### config.mk
export PLATFORM = sky130hd
export DESIGN_NAME = div_sequencer
export DESIGN_NICKNAME = d
export VERILOG_FILES = /design/src/rtl/div_sequencer_pkg.sv /design/src/rtl/div_sequencer_divu_iter.sv /design/src/rtl/div_sequencer.sv
export SDC_FILE = /design/constraint.sdc
export NUM_CORES = 1
export LEC_CHECK = 0
export CORE_MARGIN = 5
export CORE_UTILIZATION = 30
export CTS_BUF_LIST = sky130_fd_sc_hd__clkbuf_16
export CTS_CLUSTER_SIZE = 12
export DETAILED_ROUTE_END_ITERATION = 16
export PLACE_DENSITY = 0.6
export SYNTH_ARGS = -nofsm -noshare
export SYNTH_HDL_FRONTEND = slang
export SYNTH_SLANG_ARGS = --single-unit
### constraint.sdc
create_clock -name clk -period 3.1 [get_ports clk]
set_input_delay 0.31 -clock clk [delete_from_list [all_inputs] [get_ports clk]]
set_output_delay 0.31 -clock clk [all_outputs]
set_load 0.05 [all_outputs]
### src/rtl/div_sequencer_pkg.sv
// Shared types and constants for the DIV/DIVU sequencer.
package div_pkg;

  typedef enum logic [2:0] {
    IDLE,
    PREP,
    RUN,
    FIXUP,
    DONE
  } div_state_t;

  localparam int unsigned DIV_BYTE_N = 8;
  localparam int unsigned DIV_WORD_N = 16;

endpackage

### src/rtl/div_sequencer_divu_iter.sv
// Iterative unsigned restoring divider, one quotient bit per step.
// Byte mode keeps its operands right-aligned in the 16-bit registers.
module divu_iter (
  input  logic        clk,
  input  logic        reset_n,
  input  logic        ce,
  input  logic        load,
  input  logic        wide,
  input  logic [31:0] dividend,
  input  logic [15:0] divisor,
  input  logic        step,
  output logic [15:0] quotient,
  output logic [15:0] remainder
);

  logic [15:0] pr;
  logic [15:0] q;
  logic [15:0] dvs;
  logic        wide_r;
  logic        msb;
  logic [16:0] trial;
  logic [15:0] diff;
  logic        fits;

  // Trial subtraction of the shifted partial remainder against the divisor
  always_comb begin
    msb   = wide_r ? q[15] : q[7];
    trial = {pr, msb};
    fits  = trial >= {1'b0, dvs};
    diff  = trial[15:0] - dvs;
  end

  // Operand load and one restoring step per enabled cycle
  always_ff @(posedge clk or negedge reset_n) begin
    if (!reset_n) begin
      pr     <= '0;
      q      <= '0;
      dvs    <= '0;
      wide_r <= 1'b0;
    end else if (ce) begin
      if (load) begin
        wide_r <= wide;
        dvs    <= wide ? divisor : {8'h00, divisor[7:0]};
        pr     <= wide ? dividend[31:16] : {8'h00, dividend[15:8]};
        q      <= wide ? dividend[15:0] : {8'h00, dividend[7:0]};
      end else if (step) begin
        pr <= fits ? diff : trial[15:0];
        q  <= wide_r ? {q[14:0], fits} : {8'h00, q[6:0], fits};
      end
    end
  end

  assign quotient  = q;
  assign remainder = pr;

endmodule

### src/rtl/div_sequencer.sv
// DIV/DIVU controller: sign handling, overflow detection and sequencing
// of the unsigned divider core for byte (16/8) and word (32/16) forms.
module div_sequencer
  import div_pkg::*;
(
  input  logic        clk,
  input  logic        reset_n,
  input  logic        ce,
  input  logic        req,
  input  logic        op_wide,
  input  logic        op_signed,
  input  logic [31:0] dividend,
  input  logic [15:0] divisor,
  output logic        busy,
  output logic        done,
  output logic        div_error,
  output logic [15:0] quot,
  output logic [15:0] rem
);

  div_state_t  state, state_nx;
  logic        wide_r, sgn_r, dvd_neg_r, dvs_neg_r;
  logic [15:0] dvs_mag_r;
  logic [3:0]  cnt;
  logic        dvd_neg_in, dvs_neg_in;
  logic [31:0] dvd_mag_in;
  logic [15:0] dvs_mag_in;
  logic        accept, pre_err, step;
  logic [15:0] iq, ir;
  logic        neg_q, fix_err;
  logic [15:0] q_lim, q_fix, r_fix;

  // Operand magnitudes from the raw inputs; the core register is the input latch
  always_comb begin
    dvd_neg_in = op_signed & (op_wide ? dividend[31] : dividend[15]);
    dvs_neg_in = op_signed & (op_wide ? divisor[15] : divisor[7]);
    if (op_wide) begin
      dvd_mag_in = dvd_neg_in ? -dividend : dividend;
      dvs_mag_in = dvs_neg_in ? -divisor : divisor;
    end else begin
      dvd_mag_in = {16'h0000, (dvd_neg_in ? -dividend[15:0] : dividend[15:0])};
      dvs_mag_in = {8'h00, (dvs_neg_in ? -divisor[7:0] : divisor[7:0])};
    end
  end

  // PREP both checks the high half and takes the first quotient bit, so RUN
  // covers the remaining N-1 bits and done lands at ce-cycle N+2.
  always_comb begin
    accept  = (state == IDLE) & req;
    pre_err = (ir >= dvs_mag_r);
    step    = ((state == PREP) & ~pre_err) | (state == RUN);
  end

  // Sign application and signed range check on the unsigned result
  always_comb begin
    neg_q   = dvd_neg_r ^ dvs_neg_r;
    q_lim   = wide_r ? 16'h7FFF : 16'h007F;
    if (neg_q) q_lim = q_lim + 16'd1;
    fix_err = sgn_r & (iq > q_lim);
    q_fix   = neg_q ? -iq : iq;
    r_fix   = dvd_neg_r ? -ir : ir;
    if (!wide_r) begin
      q_fix[15:8] = '0;
      r_fix[15:8] = '0;
    end
  end

  divu_iter u_iter (
    .clk       (clk),
    .reset_n   (reset_n),
    .ce        (ce),
    .load      (accept),
    .wide      (op_wide),
    .dividend  (dvd_mag_in),
    .divisor   (dvs_mag_in),
    .step      (step),
    .quotient  (iq),
    .remainder (ir)
  );

  // State register
  always_ff @(posedge clk or negedge reset_n) begin
    if (!reset_n) state <= IDLE;
    else if (ce)  state <= state_nx;
  end

  // Next-state and status decode
  always_comb begin
    state_nx = state;
    busy     = 1'b0;
    done     = 1'b0;
    case (state)
      IDLE:  if (req) state_nx = PREP;
      PREP: begin
        busy     = 1'b1;
        state_nx = pre_err ? DONE : RUN;
      end
      RUN: begin
        busy = 1'b1;
        if (cnt == 4'd1) state_nx = FIXUP;
      end
      FIXUP: begin
        busy     = 1'b1;
        state_nx = DONE;
      end
      DONE: begin
        done     = 1'b1;
        state_nx = IDLE;
      end
      default: state_nx = IDLE;
    endcase
  end

  // Operand attributes, iteration counter and result registers
  always_ff @(posedge clk or negedge reset_n) begin
    if (!reset_n) begin
      wide_r    <= 1'b0;
      sgn_r     <= 1'b0;
      dvd_neg_r <= 1'b0;
      dvs_neg_r <= 1'b0;
      dvs_mag_r <= '0;
      cnt       <= '0;
      div_error <= 1'b0;
      quot      <= '0;
      rem       <= '0;
    end else if (ce) begin
      case (state)
        IDLE: if (req) begin
          wide_r    <= op_wide;
          sgn_r     <= op_signed;
          dvd_neg_r <= dvd_neg_in;
          dvs_neg_r <= dvs_neg_in;
          dvs_mag_r <= dvs_mag_in;
          div_error <= 1'b0;
          quot      <= '0;
          rem       <= '0;
        end
        PREP: begin
          if (pre_err) div_error <= 1'b1;
          else cnt <= wide_r ? 4'(DIV_WORD_N - 1) : 4'(DIV_BYTE_N - 1);
        end
        RUN: cnt <= cnt - 4'd1;
        FIXUP: begin
          div_error <= fix_err;
          quot      <= fix_err ? '0 : q_fix;
          rem       <= fix_err ? '0 : r_fix;
        end
        default: ;
      endcase
    end
  end

endmodule

==> impl_metrics.xml <==
<?xml version="1.0" encoding="UTF-8"?>
<metrics>
  <group name="clock_tree">
    <metric name="htreeDepth" unit="">3</metric>
    <metric name="clock_pin_transition_on_the_worst_setup_and_hold_timing_paths" unit="ps">80</metric>
    <metric name="cts_buffer_depth" unit="">2</metric>
    <metric name="numCtsBuffers" unit="">9</metric>
    <metric name="clockRootBuffer" unit="">clkbuf_16</metric>
    <metric name="cts.sinks" unit="">109</metric>
    <metric name="cts_tree" unit="">built</metric>
    <metric name="post-cts-setup-buffer-count" unit="">0</metric>
    <metric name="clock_latency_late_sink" unit="ps">360</metric>
  </group>
  <group name="min_path">
    <metric name="min-delay-path-class" unit="">primary input to asynchronous set/reset pin</metric>
  </group>
  <group name="setup_path">
    <metric name="timing.critical_path.arrival" unit="ps">3180</metric>
    <metric name="worstSetupEndpointType" unit="">flop</metric>
    <metric name="cp_startpoint_kind" unit="">flop</metric>
    <metric name="critical_path.max_fanout" unit="">11</metric>
    <metric name="worst_ep_required_time" unit="ps">3350</metric>
    <metric name="crit_type" unit="">flop to flop</metric>
  </group>
  <group name="layout">
    <metric name="nNetsFinal" unit="">1087</metric>
    <metric name="area_growth" unit="%">22.4</metric>
    <metric name="seqCellArea" unit="um^2">2730</metric>
    <metric name="nFillCells" unit="">2686</metric>
    <metric name="post-route-util" unit="%">37.2</metric>
    <metric name="final_layout_size_suffix_gt1_share" unit="%">9.26</metric>
    <metric name="num_antenna_cells" unit="">0</metric>
    <metric name="design_area" unit="um^2">9650</metric>
    <metric name="multiInputGateArea" unit="um^2">4750</metric>
  </group>
  <group name="route">
    <metric name="route.detailed.drc" unit="">0</metric>
    <metric name="ant_nets" unit="">0</metric>
    <metric name="wl" unit="mm">22.9</metric>
    <metric name="drt_iter0_markers" unit="">514</metric>
    <metric name="first_pass_iters" unit="">5</metric>
    <metric name="vias" unit="">6871</metric>
    <metric name="detail_route.wl_per_cell" unit="um">17.4</metric>
    <metric name="drt-vias-per-instance" unit="">5.21</metric>
  </group>
  <group name="synth">
    <metric name="postSynthCellCount" unit="">880</metric>
    <metric name="synth.yosys.warnings" unit="">0</metric>
    <metric name="synth.yosys.seq_area_share" unit="%">34.6</metric>
    <metric name="synthesis.area" unit="um^2">7890</metric>
    <metric name="postSynth.topFlopCell" unit="">dfrtp_1</metric>
    <metric name="asyncSetResetFlopFracSynth" unit="%">100</metric>
    <metric name="ys_seq_elements" unit="">109</metric>
    <metric name="synth-edff-count" unit="">0</metric>
    <metric name="syn_area_per_cell" unit="um^2">8.96</metric>
    <metric name="synthesis.nets" unit="">989</metric>
    <metric name="netlist-cell-type-count" unit="">77</metric>
  </group>
  <group name="power">
    <metric name="netSwitchingPower" unit="mW">5.21</metric>
    <metric name="share_comb_of_total_power" unit="%">65.5</metric>
    <metric name="share_clk_of_total_power" unit="%">10.6</metric>
    <metric name="leakagePower" unit="nW">4.18</metric>
    <metric name="power.total" unit="mW">10.8</metric>
    <metric name="peakVddDrop" unit="mV">0.628</metric>
    <metric name="swShare" unit="%">48.2</metric>
    <metric name="power_frac_seq" unit="%">23.9</metric>
    <metric name="p_per_area" unit="nW/um^2">1120</metric>
    <metric name="internal_dissipation" unit="mW">5.60</metric>
  </group>
  <group name="die">
    <metric name="core" unit="um^2">26000</metric>
    <metric name="placement_rows" unit="">59</metric>
    <metric name="start_util" unit="%">30.4</metric>
    <metric name="fp.dieArea" unit="um^2">29600</metric>
    <metric name="die_w" unit="um">172</metric>
    <metric name="num_io_pins" unit="">89</metric>
    <metric name="die_h" unit="um">172</metric>
  </group>
  <group name="sta">
    <metric name="rsz0062_at_grt" unit="">no</metric>
    <metric name="timing.final.hold_violations" unit="">0</metric>
    <metric name="clock.fmax" unit="MHz">341</metric>
    <metric name="fin_crit" unit="ps">2930</metric>
    <metric name="period_share" unit="%">94.6</metric>
    <metric name="relative_slew_margins" unit="%">59.5</metric>
    <metric name="timing_worst_slew_pin_value" unit="ps">605</metric>
    <metric name="fin_setup_tns" unit="ps">0</metric>
    <metric name="finalClockSkew" unit="ps">9.65</metric>
    <metric name="timing.final.max_slew_violations" unit="">0</metric>
    <metric name="setup_viol" unit="">0</metric>
  </group>
  <group name="global_route">
    <metric name="grt_pass1_vias" unit="">6675</metric>
    <metric name="grt_use_total" unit="%">15.5</metric>
    <metric name="grt_max_degree" unit="">65</metric>
    <metric name="global_route.overflow_total" unit="">0</metric>
    <metric name="grt_antenna_before_repair" unit="">0</metric>
    <metric name="global_route_wire_length_before_repair" unit="mm">36.6</metric>
  </group>
  <group name="placement">
    <metric name="postPlaceCellArea" unit="um^2">9360</metric>
    <metric name="gp_congestion" unit="">0.893</metric>
    <metric name="port_buffers" unit="">88</metric>
    <metric name="hpwl_after_detailed_placement" unit="mm">18.1</metric>
  </group>
  <group name="job">
    <metric name="cap_viol_max_count" unit="">0</metric>
  </group>
  <group name="outcome">
    <metric name="status" unit="">complete, no violations</metric>
  </group>
</metrics>
-- worst max-delay path: stages, from the launching register on --
cell	delay, ps
dfrtp_1	450
ha_1	350
nor2b_1	230
o21bai_1	120
a31o_1	260
a211oi_2	310
o31a_1	260
buf_12	160
or3b_1	350
o32a_1	150
and3_1	180
-- cell families after synthesis --
logic type	Yosys count	synth area share, %
flops	109	34.6
buf+inv	102	5.23
mux	20	2.63
simple gates	243	16.0
fa+ha+maj	55	8.82
compound gates	270	23.8
xor+xnor	81	8.99
-- worst paths after layout --
check                                          from              endpoint  slack (ps)  depth (start not counted)
worst max-delay path            u_iter.remainder[0]  u_iter.remainder[14]         170                         10
worst min-delay path                        reset_n              quot[11]         490                          2
worst max register to register  u_iter.remainder[0]  u_iter.remainder[14]         170                         10
worst min register to register              rem[15]               rem[15]         500                          1
max in group asynchronous                   reset_n  u_iter.remainder[13]        1810                          3
min in group clk                            rem[15]               rem[15]         500                          1
-- layer usage --
metal | share of wire, % | vias up | GRT usage [%]
met5 | 0 | - | 0
met4 | 0.89 | 0 | 2.77
met3 | 4.4 | 17 | 2.54
met2 | 46 | 150 | 24.7
met1 | 49 | 3316 | 22.6
li1 | - | 3388 | -
-- timing repair --
action	4_1_cts	5_1_grt
endpoints found under the hold margin	45	0
endpoints found under the setup margin	0	1
gates resized for setup	0	1
hold buffers	1	0
-- placed cells by master, fill, tap and decap left out, drive strengths merged, types with 13 or more instances in the layout --
master           n
clkdlybuf4s50   87
buf             46
mux2i           14
a21oi           57
nor2b           13
o21ai           53
nor2            50
o22ai           22
nand2           85
o31ai           16
dfrtp          109
a21boi          16
ha              54
xnor2           43
nor3            22
a22o            17
a32o            16
inv             58
xor2            38
-- cells in the mapped netlist (all sizes together) (2+ instances only) --
cell	n	area share, %
o21ai	53	3.4
nor2	50	2.4
or3	9	0.71
a21o	11	1.0
and3	5	0.40
o41ai	11	1.6
a22o	17	1.9
inv	55	2.6
a21oi	57	3.6
buf	17	1.1
nor4b	4	0.63
nor4	8	1.0
nor2b	13	1.0
nand2b	11	0.97
o31a	2	0.22
mux2i	14	1.8
ha	54	8.6
nand3b	2	0.19
clkbuf	30	1.5
a31oi	9	0.71
a211o	3	0.33
nand4	5	0.40
nand3	11	0.70
dfrtp	109	35
a2111oi	2	0.22
nand2	85	4.2
or4	6	0.67
mux2	6	0.86
a22oi	3	0.29
or2	4	0.32
and2	5	0.40
a32o	16	2.0
o31ai	16	1.7
nor3	22	1.7
a31o	2	0.22
a21boi	16	1.5
o22ai	22	1.7
xnor2	43	4.8
o21a	6	0.57
a211oi	6	0.63
o211ai	6	0.57
xor2	38	4.2
-- stage by stage --
step | hold slack (ps) | cells | setup WS [ps]
3_5_place_dp | 358 | 1301 | 168
4_1_cts | 499 | 1318 | 181
5_1_grt | 522 | 1318 | 29.5
2_1_floorplan | 14.4 | 880 | 367
6_report | 491 | 1318 | 168
3_3_place_gp | 355 | 1301 | 182
-- flip-flops by register name, summed over array words and instances (netlist names) --
name and flops:
sgn_r 1, u_iter.quotient 16, dvs_neg_r 1, quot 16, state 3, rem 16, dvs_mag_r 16, u_iter.dvs 16
u_iter.wide_r 1, cnt 4, dvd_neg_r 1, wide_r 1, div_error 1, u_iter.remainder 16
-- area by class of cell --
| class | count | share of cell area (%) |
|---|---|---|
| Inverter | 55 | 2.14 |
| Tap cell | 335 | 4.34 |
| Clock buffer | 9 | 2.33 |
| Timing Repair Buffer | 134 | 13.1 |
| Sequential cell | 109 | 28.3 |
| Multi-Input combinational cell | 669 | 49.2 |
| Clock inverter | 7 | 0.609 |
-- power groups by stage --
stage	Clock [mW]	Sequential [mW]	Combinational (mW)
3_3_place_gp	0	2.61	6.91
4_1_cts	1.18	2.60	7.05
2_1_floorplan	0	3.04	4.43
6_report	1.14	2.59	7.08
3_5_place_dp	0	2.63	7.01
5_1_grt	1.23	2.67	7.86
Note: power is estimated with default switching activity, not from simulation.
==> patch 1: new RTL, same settings <==
Re-encode `div_state_t` (5 states) as one-hot, 5 bits wide.
--- a/src/rtl/div_sequencer_pkg.sv
+++ b/src/rtl/div_sequencer_pkg.sv
@@ -3,8 +3,8 @@
 
-  typedef enum logic [2:0] {
-    IDLE,
-    PREP,
-    RUN,
-    FIXUP,
-    DONE
+  typedef enum logic [4:0] {
+    IDLE  = 5'b00001,
+    PREP  = 5'b00010,
+    RUN   = 5'b00100,
+    FIXUP = 5'b01000,
+    DONE  = 5'b10000
   } div_state_t;
Check against the original RTL: same outputs for any inputs over 4 cycles, from zero or initial values and one cycle with reset_n low; so few cycles prove little.
==> patch 1 against the unedited design <==
  * Hold slack got worse by 11 ps
  * Final area rose by 2.0%
  * Synthesized area grew 2.4%
  * Critical path type unchanged
  * Via count rose by 7.1%
  * Wire length up 3.9%
  * Worst setup slack improved by 66 ps
  * Sequential cell count is 2 higher
  * Power decreased by 7.4%
==> patch 1: results (changes against the unedited design) <==
----------------------------------------------------
[Outcome]
  Status ... finished, final reports clean

[Final layout]
  NumNets Final ... 1,110 (+2.1%)
  Clock buf/inv share ... 0.0300 (+0.000576)
  Sequential Area ... 2780 µm² (+1.9%)
  Fillers ... 2,754 (+2.5%)
  Number of ordinary inverters in the final layout ... 52 (-5.5%)
  Proportion of cell area occupied by multi-input gates ... 0.500 (+0.00727)
  Number of multi-input combinational cells in the layout ... 698 (+4.3%)
  Data-path buffer share of cell area in the final layout ... 0.125 (-0.00609)
  Fraction of layout cells with a size suffix above 1 ... 0.0885 (-0.00410)
  Number of signal-net buffers in the layout ... 129 (-3.7%)

[Routing]
  Met3 WL post-DR ... 1.23 mm (+21%)
  Vias post-DR ... 7,356 (+7.1%)
  Detail Route met2 WL ... 10.6 mm (+0.71%)
  Wire length on met1 ... 11.6 mm (+3.3%)
  Iteration-0 DRC Markers ... 454 (-12%)

[Worst setup path]
  Delay of the slowest cell on the worst path ... 540 ps (+90 ps)
  Biggest fanout along the worst timing path ... 13 (+2)

[Yosys]
  Leading post-synthesis cells by cell area ... sky130_fd_sc_hd__dfrtp_1 (34%), sky130_fd_sc_hd__ha_1 (8.4%), sky130_fd_sc_hd__xnor2_1 (5.1%)
  Area fraction in compound gates after synthesis ... 0.259 (+0.0217)
  Number of nets produced by synthesis ... 1,015 (+2.6%)
  Mux share of post-synthesis cell area ... 0.0296 (+0.00326)
  Most frequent cells after synthesis ... sky130_fd_sc_hd__dfrtp_1 (110), sky130_fd_sc_hd__a21oi_1 (71), sky130_fd_sc_hd__nand2_1 (70)
  Post-synthesis adder-cell area fraction ... 0.0861 (-0.00205)
  Sequential fraction of the synthesis area ... 0.344 (-0.00168)
  Post-synthesis cell type count ... 74 (-3.9%)

[Global route]
  Number of global-route vias before repair ... 7,144 (+7.0%)
  Routing usage on met3 ... 0.0283 (+0.00290)
  GR Util met1 ... 0.222 (-0.00416)
  Wire length of the first global-routing pass ... 38.5 mm (+5.2%)
  Maximum number of pins on one net before global-route repair ... 70 (+7.7%)

[Timing]
  Worst Clk Skew ... 9.55 ps (-0.101 ps)
  Relative slew margins ... 0.247 (-0.348)

[Power]
  Switching power as a share of total power ... 0.474 (-0.00795)
  Combinational cell power ... 6.20 mW (-12%)
  Peak supply drop ... 0.337 mV (-46%)
  Total chip power ... 10.0 mW (-7.4%)

[Placed design]
  Dpl cell area ... 9540 µm² (+1.9%)
  Final HPWL DP ... 18.5 mm (+2.0%)
  Routability congestion estimate from global placement ... 0.864 (-3.3%)
  Minimum setup slack after placement ... 166 ps (-2.14 ps)

[CTS]
  Number of clock sinks seen by CTS ... 111 (+1.8%)

----------------------------------------------------
[patch 1: worst max-delay path: cells and delay by family, from the launching register on]
kind	cells	cell delay [ps]
AO/OA/AOI/OAI	6	1390
adder cells (fa/ha/maj)	1	490
buffers and inverters	1	170
flip-flops	1	540
AND/OR/NAND/NOR	1	150
[patch 1: worst paths after layout]
kind	to	slack, ps	startpoint	cells past startpoint
max in group asynchronous	dvs_mag_r[4]	1810	reset_n	3
hold / removal	quot[3]	480	reset_n	2
setup / recovery	u_iter.remainder[2]	230	u_iter.remainder[4]	9
setup reg to reg	u_iter.remainder[2]	230	u_iter.remainder[4]	9
min in group clk	rem[14]	490	rem[14]	1
hold reg to reg	rem[14]	490	rem[14]	1
[patch 1: logic make-up (layout without fill, tap and decap cells)]
kind of cell	Yosys count	in the layout
xor gates and xnor gates	80	80
buffers and inverters	97	197
adders and majority gates	55	55
DFF	111	111
and+or+nand+nor	233	233
AOI/OAI and AO/OA	308	308
muxes	22	22
==> patch 2: new RTL, same flow settings <==
Made on the original files. Change the package constant `DIV_WORD_N` from 16 to 12.
--- a/src/rtl/div_sequencer_pkg.sv
+++ b/src/rtl/div_sequencer_pkg.sv
@@ -12,3 +12,3 @@
   localparam int unsigned DIV_BYTE_N = 8;
-  localparam int unsigned DIV_WORD_N = 16;
+  localparam int unsigned DIV_WORD_N = 12;
 
Check against the original RTL: same outputs for any inputs over 4 cycles, from zero or initial values and one cycle with reset_n low; that may be too few to reach the edited logic, so the function may still have changed.
==> patch 2 against the unedited design <==
  * The run now ends with negative hold slack left
  * Final area is 2.4% lower
  * First-iteration DRC count is 13% higher
  * Power is 4.6% lower
  * Synthesized area is 3.0% lower
  * Sequential cell count stayed put
  * Wire length is 1.8% lower
  * Cell count is 2.0% higher
  * Worst setup slack better by 62 ps
  * Largest power group unchanged
==> patch 2: results (changes against the unedited design) <==
----------------------------------------------------
[Outcome]
  Status ... complete, but fails checks
  Violated checks ... negative hold slack

[Power]
  Peak supply drop ... 0.448 mV (-29%)
  Reported leakage power ... 4.08 nW (-2.3%)

[Worst setup path]
  Biggest fanout along the worst timing path ... 8 (-3)
  Arrival time worst endpoint ... 3120 ps (-60 ps)
  Worst reg2reg startpoint ... u_iter.remainder[9]

[Global route]
  Total global routing track utilization ... 0.157 (+0.00160)
  Wire length of the first global-routing pass ... 36.2 mm (-1.2%)
  Maximum number of pins on one net before global-route repair ... 56 (-14%)
  Initial antenna violation count ... 1 (+1)
  Number of global-route vias before repair ... 6,693 (+0.27%)

[Timing]
  Tightest hold margin ... -6.84 ps (-498 ps)
  Relative slew margins ... 0.505 (-0.0897)
  Worst Clk Skew ... 12.6 ps (+2.90 ps)
  Final count of hold timing violations ... 5 (+5)

[CTS]
  Setup Buffers After CTS ... 0 (unchanged)
  Root Buffer ... sky130_fd_sc_hd__clkbuf_16
  CTS HTree Levels ... 3 (unchanged)
  Worst-path clk slew ... 80 ps (about the same)

[Placed design]
  Cell count after placement ... 1,328 (+2.1%)
  Routability congestion estimate from global placement ... 0.856 (-4.2%)
  Minimum setup slack after placement ... 137 ps (-31.4 ps)
  Final HPWL DP ... 18.0 mm (-0.68%)
  Dpl cell area ... 9140 µm² (-2.3%)

[Yosys]
  Proportion of register bits with asynchronous set or reset after synthesis ... 1.00 (unchanged)
  Warnings, synthesis ... 0 (unchanged)
  Most used DFF post-synth ... sky130_fd_sc_hd__dfrtp_1
  Post-synthesis cell type count ... 64 (-17%)
  Sequential fraction of the synthesis area ... 0.357 (+0.0108)
  Number of nets produced by synthesis ... 1,012 (+2.3%)
  Leading post-synthesis cells by cell area ... sky130_fd_sc_hd__dfrtp_1 (36%), sky130_fd_sc_hd__ha_1 (8.8%), sky130_fd_sc_hd__nand2_1 (6.2%)
  Cell count after synthesis ... 903 (+2.6%)
  Most frequent cells after synthesis ... sky130_fd_sc_hd__nand2_1 (126), sky130_fd_sc_hd__dfrtp_1 (109), sky130_fd_sc_hd__o21ai_0 (91)

[Final layout]
  Fraction of layout cells with a size suffix above 1 ... 0.0828 (-0.00973)
  Fillers ... 2,560 (-4.7%)
  NumNets Final ... 1,118 (+2.9%)
  Area of the multi-input gates ... 4600 µm² (-3.2%)

[Routing]
  Detail-routed net length per standard cell ... 16.7 µm (-3.7%)
  Total routed wirelength ... 22.5 mm (-1.8%)
  Iteration-0 DRC Markers ... 581 (+13%)
  First-pass detailed-route iteration total ... 5 (unchanged)
  Vias post-DR ... 6,868 (-0.044%)

----------------------------------------------------
-- patch 2: cell type report --
cell class,count,area share
timing repair buffer,133,0.130
inverter,49,0.0195
sequential,109,0.289
clock inverter,7,0.00438
tap,330,0.0438
clock buffer,9,0.0239
multi-input combinational,707,0.489
-- patch 2: cells by family after synthesis --
family	share of synthesized area
buffers and inverters	0.0443
AND/OR/NAND/NOR	0.170
AO/OA/AOI/OAI	0.217
multiplexers	0.0221
XOR/XNOR	0.0986
flip-flops	0.357
adder cells (fa/ha/maj)	0.0909
-- patch 2: per-layer routing --
metal	GRT usage	wire (µm)	vias to the layer above
met5	0	0	-
met1	0.228	10700	3243
met3	0.0226	1170	22
li1	-	-	3418
met4	0.0392	353	0
met2	0.247	10300	185
-- patch 2: timing repair --
item	4_1_cts	5_1_grt
hold buffers	0	0
endpoints found under the setup margin	0	21
gates resized for setup	0	5
-- patch 2: metrics by stage --
step                      utilization  power, mW
after floorplan                     -       7.13
after global placement          0.363       9.08
after detailed placement        0.363       9.19
after CTS                       0.374       10.3
after global routing            0.374       11.2
final                           0.374       10.3
-- patch 2: final timing paths --
check	cells past startpoint	end	slack, ps
max in group asynchronous	2	rem[15]	2260
worst max-delay path	10	u_iter.remainder[11]	230
worst min register to register	2	quot[7]	480
worst min-delay path	1	quot[10]	-7
min in group clk	2	quot[7]	480
worst max register to register	10	u_iter.remainder[11]	230
-- patch 2: power by group --
| part | leakage (nW) | switching (mW) | internal (mW) |
|---|---|---|---|
| logic | 2.59 | 3.92 | 2.76 |
| clock network | 0.130 | 0.542 | 0.540 |
| registers | 1.36 | 0.517 | 2.03 |
| total | 4.08 | 4.98 | 5.33 |
-- patch 2: worst max-delay path, stage by stage (launching register included) --
cell                        delay, ps
sky130_fd_sc_hd__dfrtp_1          410
sky130_fd_sc_hd__ha_1             320
sky130_fd_sc_hd__a21oi_1          160
sky130_fd_sc_hd__nor2_1            50
sky130_fd_sc_hd__a2111oi_1        490
sky130_fd_sc_hd__o21ai_2          170
sky130_fd_sc_hd__o41ai_2          300
sky130_fd_sc_hd__buf_4            210
sky130_fd_sc_hd__buf_4            190
sky130_fd_sc_hd__inv_1            160
sky130_fd_sc_hd__o211ai_1         290
